$ cat src/rtl/key_pkg.sv
`default_nettype none
// +--------------------------------------------------------------------------+
// | Package     : key_pkg                                                    |
// | Description : Shared types and constants for the pushbutton input path.  |
// |               deb_state_t is the debouncer state encoding; the 20 ms     |
// |               confirm window at 50 MHz is the default debounce length.   |
// | Revision    : 1.0  initial release                                       |
// +--------------------------------------------------------------------------+
package key_pkg;

  typedef enum logic [1:0] {
    REL        = 2'd0,
    CONF_PRESS = 2'd1,
    PRESS      = 2'd2,
    CONF_REL   = 2'd3
  } deb_state_t;

  // 20 ms at 50 MHz
  localparam int DEB_20MS_50MHZ = 1_000_000;

  // Width of the saturating glitch counter
  localparam int GLITCH_W = 8;

endpackage : key_pkg
`default_nettype wire

$ cat src/rtl/key_debouncer_if.sv
`default_nettype none
// +--------------------------------------------------------------------------+
// | Interface   : key_debouncer_if                                           |
// | Description : Signal bundle between a raw pushbutton source and the      |
// |               key debouncer.                                             |
// |   key_raw      raw pad level, active-low, asynchronous                   |
// |   key_clean    debounced level, active-low                               |
// |   busy         a level change is being confirmed                         |
// |   glitch_count saturating count of rejected bounces                      |
// |   master : drives key_raw, observes the results (pad / testbench side)   |
// |   slave  : the debouncer                                                 |
// | Revision    : 1.0  initial release                                       |
// +--------------------------------------------------------------------------+
interface key_debouncer_if;
  import key_pkg::*;

  logic                key_raw;
  logic                key_clean;
  logic                busy;
  logic [GLITCH_W-1:0] glitch_count;

  modport master (
    output key_raw,
    input  key_clean,
    input  busy,
    input  glitch_count
  );

  modport slave (
    input  key_raw,
    output key_clean,
    output busy,
    output glitch_count
  );

endinterface : key_debouncer_if
`default_nettype wire

$ cat src/rtl/key_synchronizer.sv
`default_nettype none
// +--------------------------------------------------------------------------+
// | Module      : key_synchronizer                                           |
// | Description : Multi-flop synchroniser bringing an asynchronous pad into  |
// |               the Clock domain. Resets to 1 (the released level of an    |
// |               active-low key) so no false press is seen out of reset.    |
// |   Clock  in  system clock, rising edge                                   |
// |   RST    in  asynchronous active-low reset                               |
// |   d      in  asynchronous input                                          |
// |   q      out synchronised output (last flop of the chain)                |
// | Revision    : 1.0  initial release                                       |
// +--------------------------------------------------------------------------+
module key_synchronizer #(
  parameter int SYNC_STAGES = 2
) (
  input  logic Clock,
  input  logic RST,
  input  logic d,
  output logic q
);

  logic [SYNC_STAGES-1:0] r_chain;

  always_ff @(posedge Clock or negedge RST) begin
    if (!RST) begin
      r_chain <= '1;
    end else begin
      r_chain <= {r_chain[SYNC_STAGES-2:0], d};
    end
  end

  assign q = r_chain[SYNC_STAGES-1];

endmodule : key_synchronizer
`default_nettype wire

$ cat src/rtl/key_debouncer.sv
`default_nettype none
// +--------------------------------------------------------------------------+
// | Module      : key_debouncer                                              |
// | Description : Debounces one active-low pushbutton. The pad is first      |
// |               synchronised, then a confirm-counter FSM accepts a level   |
// |               change only after DEBOUNCE_CYCLES consecutive stable       |
// |               cycles. Rejected bounces are counted (saturating).         |
// |   Clock             in  system clock, rising edge                        |
// |   RST               in  asynchronous active-low reset                    |
// |   key.key_raw       in  raw pad, active-low                              |
// |   key.key_clean     out debounced level, active-low, registered          |
// |   key.busy          out 1 while in CONF_PRESS / CONF_REL                 |
// |   key.glitch_count  out saturating count of rejected bounces             |
// | Revision    : 1.0  initial release                                       |
// +--------------------------------------------------------------------------+
module key_debouncer
  import key_pkg::*;
#(
  parameter int SYNC_STAGES     = 2,
  parameter int DEBOUNCE_CYCLES = DEB_20MS_50MHZ
) (
  input  logic            Clock,
  input  logic            RST,
  key_debouncer_if.slave  key
);

  localparam int                CNT_W    = $clog2(DEBOUNCE_CYCLES + 1);
  localparam logic [CNT_W-1:0]  CNT_LAST = CNT_W'(DEBOUNCE_CYCLES - 1);
  localparam logic [GLITCH_W-1:0] GLITCH_MAX = '1;

  logic                w_key_sync;

  deb_state_t          r_state;
  deb_state_t          w_state_nxt;
  logic [CNT_W-1:0]    r_cnt;
  logic [CNT_W-1:0]    w_cnt_nxt;
  logic                r_clean;
  logic                w_clean_nxt;
  logic [GLITCH_W-1:0] r_glitch;
  logic [GLITCH_W-1:0] w_glitch_nxt;
  logic [GLITCH_W-1:0] w_glitch_inc;

  key_synchronizer #(
    .SYNC_STAGES (SYNC_STAGES)
  ) u_sync (
    .Clock (Clock),
    .RST   (RST),
    .d     (key.key_raw),
    .q     (w_key_sync)
  );

  always_ff @(posedge Clock or negedge RST) begin
    if (!RST) begin
      r_state  <= REL;
      r_cnt    <= '0;
      r_clean  <= 1'b1;
      r_glitch <= '0;
    end else begin
      r_state  <= w_state_nxt;
      r_cnt    <= w_cnt_nxt;
      r_clean  <= w_clean_nxt;
      r_glitch <= w_glitch_nxt;
    end
  end

  // Saturating increment, used whenever a pending change is abandoned
  assign w_glitch_inc = (r_glitch == GLITCH_MAX) ? r_glitch : r_glitch + 1'b1;

  // A reversal is tested before the terminal count, so a bounce that
  // returns exactly on the last count is still rejected.
  always_comb begin
    w_state_nxt  = r_state;
    w_cnt_nxt    = r_cnt;
    w_clean_nxt  = r_clean;
    w_glitch_nxt = r_glitch;
    case (r_state)
      REL: begin
        w_clean_nxt = 1'b1;
        if (!w_key_sync) begin
          w_state_nxt = CONF_PRESS;
          w_cnt_nxt   = '0;
        end
      end
      CONF_PRESS: begin
        if (w_key_sync) begin
          w_state_nxt  = REL;
          w_glitch_nxt = w_glitch_inc;
        end else if (r_cnt == CNT_LAST) begin
          w_state_nxt = PRESS;
          w_clean_nxt = 1'b0;
          w_cnt_nxt   = '0;
        end else begin
          w_cnt_nxt = r_cnt + 1'b1;
        end
      end
      PRESS: begin
        w_clean_nxt = 1'b0;
        if (w_key_sync) begin
          w_state_nxt = CONF_REL;
          w_cnt_nxt   = '0;
        end
      end
      CONF_REL: begin
        if (!w_key_sync) begin
          w_state_nxt  = PRESS;
          w_glitch_nxt = w_glitch_inc;
        end else if (r_cnt == CNT_LAST) begin
          w_state_nxt = REL;
          w_clean_nxt = 1'b1;
          w_cnt_nxt   = '0;
        end else begin
          w_cnt_nxt = r_cnt + 1'b1;
        end
      end
      default: begin
        w_state_nxt = REL;
        w_cnt_nxt   = '0;
        w_clean_nxt = 1'b1;
      end
    endcase
  end

  assign key.key_clean    = r_clean;
  assign key.busy         = (r_state == CONF_PRESS) || (r_state == CONF_REL);
  assign key.glitch_count = r_glitch;

endmodule : key_debouncer
`default_nettype wire

$ cat src/flat_wrapper.sv
// flat-port wrapper written by rule: the top's interface ports become plain ports
module key_debouncer_flat import key_pkg::*;
#(
  parameter int SYNC_STAGES     = 2,
  parameter int DEBOUNCE_CYCLES = DEB_20MS_50MHZ
)
  (Clock, RST, key_key_raw, key_key_clean, key_busy, key_glitch_count);
  key_debouncer_if key_i ();
  input  logic Clock;
  input  logic RST;
  input wire logic [$bits(key_i.key_raw)-1:0] key_key_raw;
  output wire logic [$bits(key_i.key_clean)-1:0] key_key_clean;
  output wire logic [$bits(key_i.busy)-1:0] key_busy;
  output wire logic [$bits(key_i.glitch_count)-1:0] key_glitch_count;
  assign key_i.key_raw = key_key_raw;
  assign key_key_clean = key_i.key_clean;
  assign key_busy = key_i.busy;
  assign key_glitch_count = key_i.glitch_count;
  key_debouncer #(.SYNC_STAGES(SYNC_STAGES), .DEBOUNCE_CYCLES(DEBOUNCE_CYCLES)) u_core (.Clock(Clock), .RST(RST), .key(key_i));
endmodule
$ cat config.mk
export PLATFORM = sky130hd
export DESIGN_NAME = key_debouncer_flat
export DESIGN_NICKNAME = d
export VERILOG_FILES = /design/src/rtl/key_pkg.sv /design/src/rtl/key_debouncer_if.sv /design/src/rtl/key_synchronizer.sv /design/src/rtl/key_debouncer.sv /design/src/flat_wrapper.sv
export SDC_FILE = /design/constraint.sdc
export NUM_CORES = 1
export LEC_CHECK = 0
export CAP_MARGIN = 20
export CORE_MARGIN = 5
export CORE_UTILIZATION = 40
export CTS_BUF_LIST = sky130_fd_sc_hd__clkbuf_4
export DETAILED_ROUTE_END_ITERATION = 8
export GPL_ROUTABILITY_DRIVEN = 0
export PLACE_DENSITY = 0.57
export RECOVER_POWER = 100
export SYNTH_ARGS = -nofsm -noshare
export SYNTH_HDL_FRONTEND = slang
export SYNTH_HIERARCHICAL = 1
export SYNTH_SLANG_ARGS = --single-unit
$ cat constraint.sdc
create_clock -name Clock -period 2.1 [get_ports Clock]
set_input_delay 0.21 -clock Clock [delete_from_list [all_inputs] [get_ports Clock]]
set_output_delay 0.21 -clock Clock [all_outputs]
set_load 0.03 [all_outputs]
# == After elaboration in Yosys (flattened, before gate mapping) ==
# Index checks and enable logic that the tools add are counted.
# totals
regBits,33
out_inout_bits,10
wordCells,51
# op_classes
addsub,2
eq_ne,15
muxes,22
n_reduce_logical,7
# op_table
operator,n
$mux W20,5
$pmux W20 S4,1
$mux W8,3
$add A20 B1 Y20 const B,1
$eq A20 B20 Y1 const B,1
$pmux W8 S2,1
$mux W2,6
$ne A2 B2 Y1 const B,6
$reduce_and A4 Y1,3
$add A8 B1 Y8 const B,1
$eq A8 B8 Y1 const B,1
$pmux W2 S4,1
$ne A3 B2 Y1 const B,2
$eq A2 B2 Y1 const B,2
$mux W1,4
$ne A2 B1 Y1 const B,2
$pmux W1 S4,1
$reduce_and A3 Y1,1
$eq A2 B1 Y1 const B,1
$logic_not A2 Y1,1
$reduce_bool A2 Y1,1
$logic_or A1 B1 Y1,1

# == Logic depth before layout (Yosys ltp) ==
# Gate-level depths: netlist of the first run.
# depth
ltp_word,4
mapped_depth,8
depth_no_buf,8

# == Hierarchy ==
# Netlist of the first run, hierarchy kept.
# modules_own_cells
module,n_inst,cells_each,area_each_um2
key_debouncer,1,181,1756.7
key_synchronizer,1,2,52.6

# == Worst setup path before layout of the first run ==
# No wires, ideal clock.
# synth_path
kind,register -> register
from,register u_core.r_state[0]
to,register u_core.r_cnt[15]
t_arrival_ns,1.792
setup_slack_ns,0.175
path_stages_with_launch,9
period_less_slack_ns,1.925
cell_sequence,dfrtp_1 > inv_1 > ha_1 > or3_1 > and2_1 > buf_6 > and4bb_1 > xnor2_1 > nor2_1
# synth_between
elab_chain_cells,3
elab_cells_between_ends,10
cone_classes,eq/ne (7); mux (1); reduce/logical (2)
# synth_lines
element,line_no,source
"start, declared",key_debouncer.sv:33,deb_state_t r_state;
"start signal, assigned",key_debouncer.sv:59,r_state <= w_state_nxt;
$eq A2 B1 Y1 (tied with other cells),key_debouncer.sv:76,case (r_state)
$ne A2 B2 Y1 (no source line),-,
$reduce_and A4 Y1 (no source line),-,
"end signal, assigned",key_debouncer.sv:60,r_cnt <= w_cnt_nxt;
"end, declared",key_debouncer.sv:35,logic [CNT_W-1:0] r_cnt;
# Parallel ways exist; a longest one is shown, timed or not.
# A chain may end at the register's enable or synchronous reset.

==> results of run 1 <==
[critical path, cell delays in order, from the launching register on]
cell      delay, ps
dfrtp_1         420
inv_1            90
ha_2            200
or3b_4          430
nand2_4         110
o211ai_4         90
or4_1           510
nand3_1         100
[power by group]
part,switching [mW],internal [mW]
Combinational,0.785,0.583
Sequential,0.133,0.765
Clock,0.205,0.155
Total,1.12,1.50
[cell usage in the layout (no fill, tap or decap), types with 3 or more instances in the layout]
cell,netlist,routed
xor2_1,9,9
and3_1,5,5
ha_2,0,3
nand2_1,22,22
and2_1,4,3
inv_1,6,5
buf_4,0,13
ha_1,6,3
clkbuf_4,0,8
a31oi_1,3,3
nor2_1,11,11
a21oi_1,5,5
dlygate4sd3_1,0,11
dfrtp_1,30,29
xnor2_1,5,5
nand3_1,13,13
o21ai_0,8,8
o311ai_0,4,4
nand4_1,9,9
dfstp_2,3,3
[cells in the mapped netlist (2+ instances only)]
cell type and n:
a31oi_1 3, a21oi_1 5, or3_1 4, nor3b_1 2, nor2_1 11, nand2b_1 2
nand2_1 22, mux2_2 2, buf_2 2, o311ai_0 4, and3_1 5, o211ai_1 2
ha_1 6, xor2_1 9, nor3_1 2, dfrtp_1 30, o31ai_1 2, dfstp_2 3
inv_1 6, o21ai_0 8, or4_1 2, and2_1 4, xnor2_1 5, nand3_1 13
nand4_1 9
[per-stage QoR]
stage / hold slack (ps) / worst slack, ps
after floorplan: -85.6 / 175
after global placement: 347 / 100
after detailed placement: 347 / 17.9
after CTS: 261 / 5.22
after global routing: 372 / -9.00
final: 360 / 88.7
[registers in the layout, summed over array words and instances (netlist names), named ones only]
name / flops
u_core/key.glitch_count: 8
u_core/r_state: 1
u_core/r_cnt: 20
u_core/key.key_clean: 1
u_core/u_sync/r_chain: 2
[metal layers]
layer,track usage,part of all wire
met2,0.231,0.48
met4,0.0550,0.0099
met3,0.0457,0.051
met5,0,0
met1,0.183,0.45
[cells by family (layout without fill, tap and decap cells)]
logic type / count (synthesis) / count (layout)
XOR/XNOR: 14 / 14
AND/OR/NAND/NOR: 86 / 86
adder cells (fa/ha/maj): 6 / 6
flip-flops: 33 / 33
multiplexers: 3 / 3
AO/OA/AOI/OAI: 31 / 31
buffers and inverters: 10 / 42
[repair_timing]
item,4_1_cts,5_1_grt
setup endpoints to repair,2,13
pin swaps,0,1
setup buffers,1,2
resized for setup,1,8
[final timing paths]
| check | start | to | slack [ps] | cells after the start |
|---|---|---|---|---|
| worst min register to register | u_core/u_sync/r_chain[0] | u_core/u_sync/r_chain[1] | 360 | 0 |
| worst max register to register | register | u_core/r_cnt[14] | 90 | 7 |
| worst min-delay path | u_core/u_sync/r_chain[0] | u_core/u_sync/r_chain[1] | 360 | 0 |
| worst max-delay path | register | u_core/r_cnt[14] | 90 | 7 |
| min in group asynchronous | RST | u_core/r_cnt[8] | 490 | 2 |
| max in group asynchronous | RST | u_core/r_state[0] | 1040 | 2 |
[layout make-up]
cell class	count	area (um^2)
Timing Repair Buffer	28	233
Inverter	6	22.5
Tap cell	52	65.1
Sequential cell	33	831
Clock buffer	7	52.6
Clock inverter	1	3.75
Fill cell	399	2220
Multi-Input combinational cell	140	958
==> impl_metrics.tcl, run 1 <==
set metrics [dict create \
    synth_compound_area_frac 0.128 \
    cts.clk_slew.worst_paths_ps 90 \
    numCtsBuffers 5 \
    routed_wirelength_um 4140 \
    arrival_ps 2270 \
    grt_usage 0.145 \
    final_util 0.494 \
    avgSynthCellArea_um2 9.89 \
    grt_pass1_wl_um 7040 \
    port_buffers 12 \
    ys_async_sr_fraction 1.00 \
    clock_skew_ps 7.43 \
    synth_top_family_by_area "simple AND/OR/NAND/NOR gates" \
    layout-drive-gt1-share 0.191 \
    die_h_um 77.3 \
    yosys.area_share.adder 0.0415 \
    cp.required_ps 2360 \
    synthMuxAreaShare 0.0180 \
    ir_drop_v 0.000795 \
    yosys.area_share.simple 0.260 \
    worstSkewPairLatency_ps 320 \
    leakage_nw 0.933 \
    hpwl_um 3000 \
    cts_root_buf "clkbuf_4" \
    dp_cells 256 \
    critPathKind "register to register" \
    fin_crit_sh 0.958 \
    status "finished, final reports clean" \
    cts_tree "done" \
    wl_per_cell_um 15.5 \
    gr-total-overflow 0 \
    maxSlewHeadroom 0.456 \
    ys_warn_count 6 \
    fin_setup_tns_ps 0 \
    worst_pin_slew_ps 815 \
    ys_ff_latch 33 \
    design.core.area_mm2 0.00438 \
    grt_max_degree 34 \
    p_total_mw 2.63 \
    mappedNetlistArea_mm2 0.00181 \
    min_path_type "register to register" \
    dr.pass1.iters 4 \
    dieArea_mm2 0.00597 \
    finalSetupViolCount 0 \
    synth-main-ff-cell "dfrtp_1" \
    synth_nets 192 \
    synth_cell_type_count 45 \
    antenna_found_initial 0 \
    rows 24 \
    final_nets 223 \
    finalCriticalPeriod_ps 2010 \
    placed_cell_area_mm2 0.00207 \
    die_w_um 77.3 \
    viasPerCell 5.60 \
    top_level_ports 13 \
    drt_first_iter_violations 176 \
    grt_pass1_vias 1508 \
    p_per_area_mw_per_mm2 1210 \
    synth_cells 183 \
    cts.htree.levels 2 \
    vias 1494 \
    n_antenna_cell 0 \
    seq_area_frac_synth 0.459 \
    hold_viol_final 0 \
    ant_nets 0 \
    synth-edff-count 0 \
    end_kind "register" \
    synthTopCellsByArea "dfrtp_1 (41%), nand2_1 (4.6%), dfstp_2 (4.4%), xor2_1 (4.4%), ha_1 (4.1%)" \
    max_cap_violations 0 \
    clkSinkCount 33 \
    yosysTopAreaCellShare 0.415 \
    yosys.area_share.xor_xnor 0.0678 \
    crit_fanout 5 \
    syn_to_final_growth_pct 19.7 \
    cts.path.max_buffers 2 \
    cts_hold_buf 0 \
    start_util 0.413 \
    yosysTopAreaCell "dfrtp_1" \
    slew_viol_final 0 \
    crit_path_start_kind "register" \
    finish.instance_area_mm2 0.00217 \
    fin_cells 267 \
    drc_errors 0 \
    max_freq_mhz 497 \
]
No activity file was read; power rests on OpenSTA's default activity.
==> run 2, diff against run 1 <==
Settings changed: CAP_MARGIN 20 to unset, SETUP_SLACK_MARGIN set to 0.4.
==> run 2 against run 1 <==
  * Flip-flop and latch count is the same
  * Routed wire length grew 14%
  * Non-clock buffer count grew 13
  * Die area is the same
  * Sequential power grew 6.0%
  * Critical endpoint unchanged
  * Largest cell class unchanged
==> impl_metrics.tcl, run 2 (same netlist as run 1, synthesis figures left out) <==
set metrics [dict create \
    status "finished, final reports clean" \
    drt_first_iter_violations 97 \
    slew_viol_final 0 \
    p_per_area_mw_per_mm2 1250 \
    final_cell_mix "dfrtp_1 (23), nand2_1 (21), buf_4 (16)" \
    numCtsBuffers 5 \
    cp.required_ps 2390 \
    min_to "u_core/u_sync/r_chain[1]" \
    cts_tree "done" \
    max_cap_violations 0 \
    drc_errors 0 \
    dr.pass1.iters 4 \
    vias 1629 \
    placed_cell_area_mm2 0.00207 \
    whs_path_depth 0 \
    top_level_ports 13 \
    critPathLaunch "u_core/r_state[0]" \
    finish.instance_area_mm2 0.00254 \
    final_common_cell "dfrtp_1" \
    grt_max_degree 34 \
    fin_ws_ps 85.5 \
    viasPerCell 5.82 \
    cp.buffers_inverters 2 \
    fin_setup_tns_ps 0 \
    worst_pin_slew_ps 804 \
    cts.htree.levels 2 \
    gr-total-overflow 0 \
    cts.path.max_buffers 2 \
    die_h_um 77.3 \
    min_path_type "register to register" \
    dp_slack_ps 72.4 \
    maxSlewHeadroom 0.464 \
    largest_register "u_core/r_cnt" \
    cts_root_buf "clkbuf_4" \
    p_total_mw 3.17 \
    die_w_um 77.3 \
    largest_reg_flops 20 \
    design.core.area_mm2 0.00438 \
    wl_per_cell_um 16.8 \
    antenna_found_initial 0 \
    slowest_delay_ps 480 \
    crit_fanout 8 \
    finalCriticalPeriod_ps 2010 \
    cpMaxStageDelayCell "dfrtp_2" \
    fin_crit_sh 0.959 \
    leakage_nw 1.03 \
    critPathKind "register to register" \
    ir_drop_v 0.000770 \
    multiInputGateArea_mm2 0.00123 \
    crit-reg2reg-capture "u_core/r_cnt[14]" \
    syn_to_final_growth_pct 40.2 \
    end_kind "register" \
    rsz0062_at_grt "true" \
    finalSetupViolCount 0 \
    arrival_ps 2310 \
    start_util 0.413 \
    routed_wirelength_um 4720 \
    reg2reg_slack_ps 90 \
    crit_family "simple AND/OR/NAND/NOR gates" \
    worstSkewPairLatency_ps 340 \
    n_fill_cell 366 \
    hpwl_um 2890 \
    grt_pass1_vias 1609 \
    hold_viol_final 0 \
    crit_path_start_kind "register" \
    min_from "u_core/u_sync/r_chain[0]" \
    cts_hold_buf 0 \
    layout-drive-gt1-share 0.404 \
    grt_pass1_wl_um 7430 \
    dieArea_mm2 0.00597 \
    clock_skew_ps 15.2 \
    rr_worst_depth 8 \
    rows 24 \
    path_cells "inv_4 > ha_4 > or3b_4 > nand2_4 > o211ai_1 > buf_6 > or4_4 > nand3_2" \
    grt_usage 0.155 \
    seq_area_um2 838 \
    crit-reg2reg-launch "u_core/r_state[0]" \
    cts.clk_slew.worst_paths_ps 120 \
    final_nets 236 \
    ant_nets 0 \
    clkSinkCount 33 \
    n_antenna_cell 0 \
    crit_cells 8 \
    port_buffers 12 \
    max_freq_mhz 496 \
]
## run 2: changes by cell type in the layout (fill, tap and decap cells not counted), sizes merged
cell,before,now
buf,13,23
dlygate4sd3,11,4
clkbuf,10,16
clkinvlp,0,3
dlygate4sd2,1,3
clkinv,1,0
## run 2: through the flow
stage,util,hold slack (ps),std cells
2_1_floorplan,-,-85.6,183
3_3_place_gp,0.473,345,251
3_5_place_dp,0.473,354,251
4_1_cts,0.547,271,270
5_1_grt,0.579,372,280
6_report,0.579,366,280
## run 2: layout make-up
class / count / area share
clock buffers: 5 / 0.0148
inverters: 6 / 0.0108
clock inverters: 3 / 0.00888
flip-flops and latches: 33 / 0.330
well taps: 52 / 0.0256
repair buffers: 41 / 0.126
multi-input cells: 140 / 0.483
## run 2: routing by layer
| metal | vias up | global-route usage | part of all wire |
|---|---|---|---|
| met5 | - | 0 | 0 |
| met4 | 0 | 0.0739 | 0.026 |
| li1 | 750 | - | - |
| met3 | 11 | 0.0422 | 0.043 |
| met2 | 44 | 0.269 | 0.53 |
| met1 | 824 | 0.175 | 0.40 |
## run 2: report_power, final
group	total (mW)	switching, mW	internal, mW	leakage [nW]
registers	0.952	0.181	0.772	0.423
clock network	0.359	0.230	0.129	0.0234
logic	1.86	0.995	0.866	0.580
total	3.17	1.41	1.77	1.03
## run 2: what timing repair did
item,in CTS,in global routing
buffers inserted,11,10
setup endpoints to repair,34,37
gates resized for setup,49,39
pin swaps,20,24
## run 2: worst max-delay path by stage
stage	to	slack [ps]
after global routing	u_core/r_cnt[14]	30
after CTS	u_core/r_cnt[14]	120
after global placement	key_busy	140
after detailed placement	u_core/r_cnt[14]	70
after floorplan	u_core/r_cnt[15]	260
final	u_core/r_cnt[14]	90
## run 2: worst reg2reg max path: stages (launching register included)
cell and delay (ps):
dfrtp_2 480, inv_4 70, ha_4 160, or3b_4 430, nand2_4 80, o211ai_1 100, buf_6 150, or4_4 410
nand3_2 90
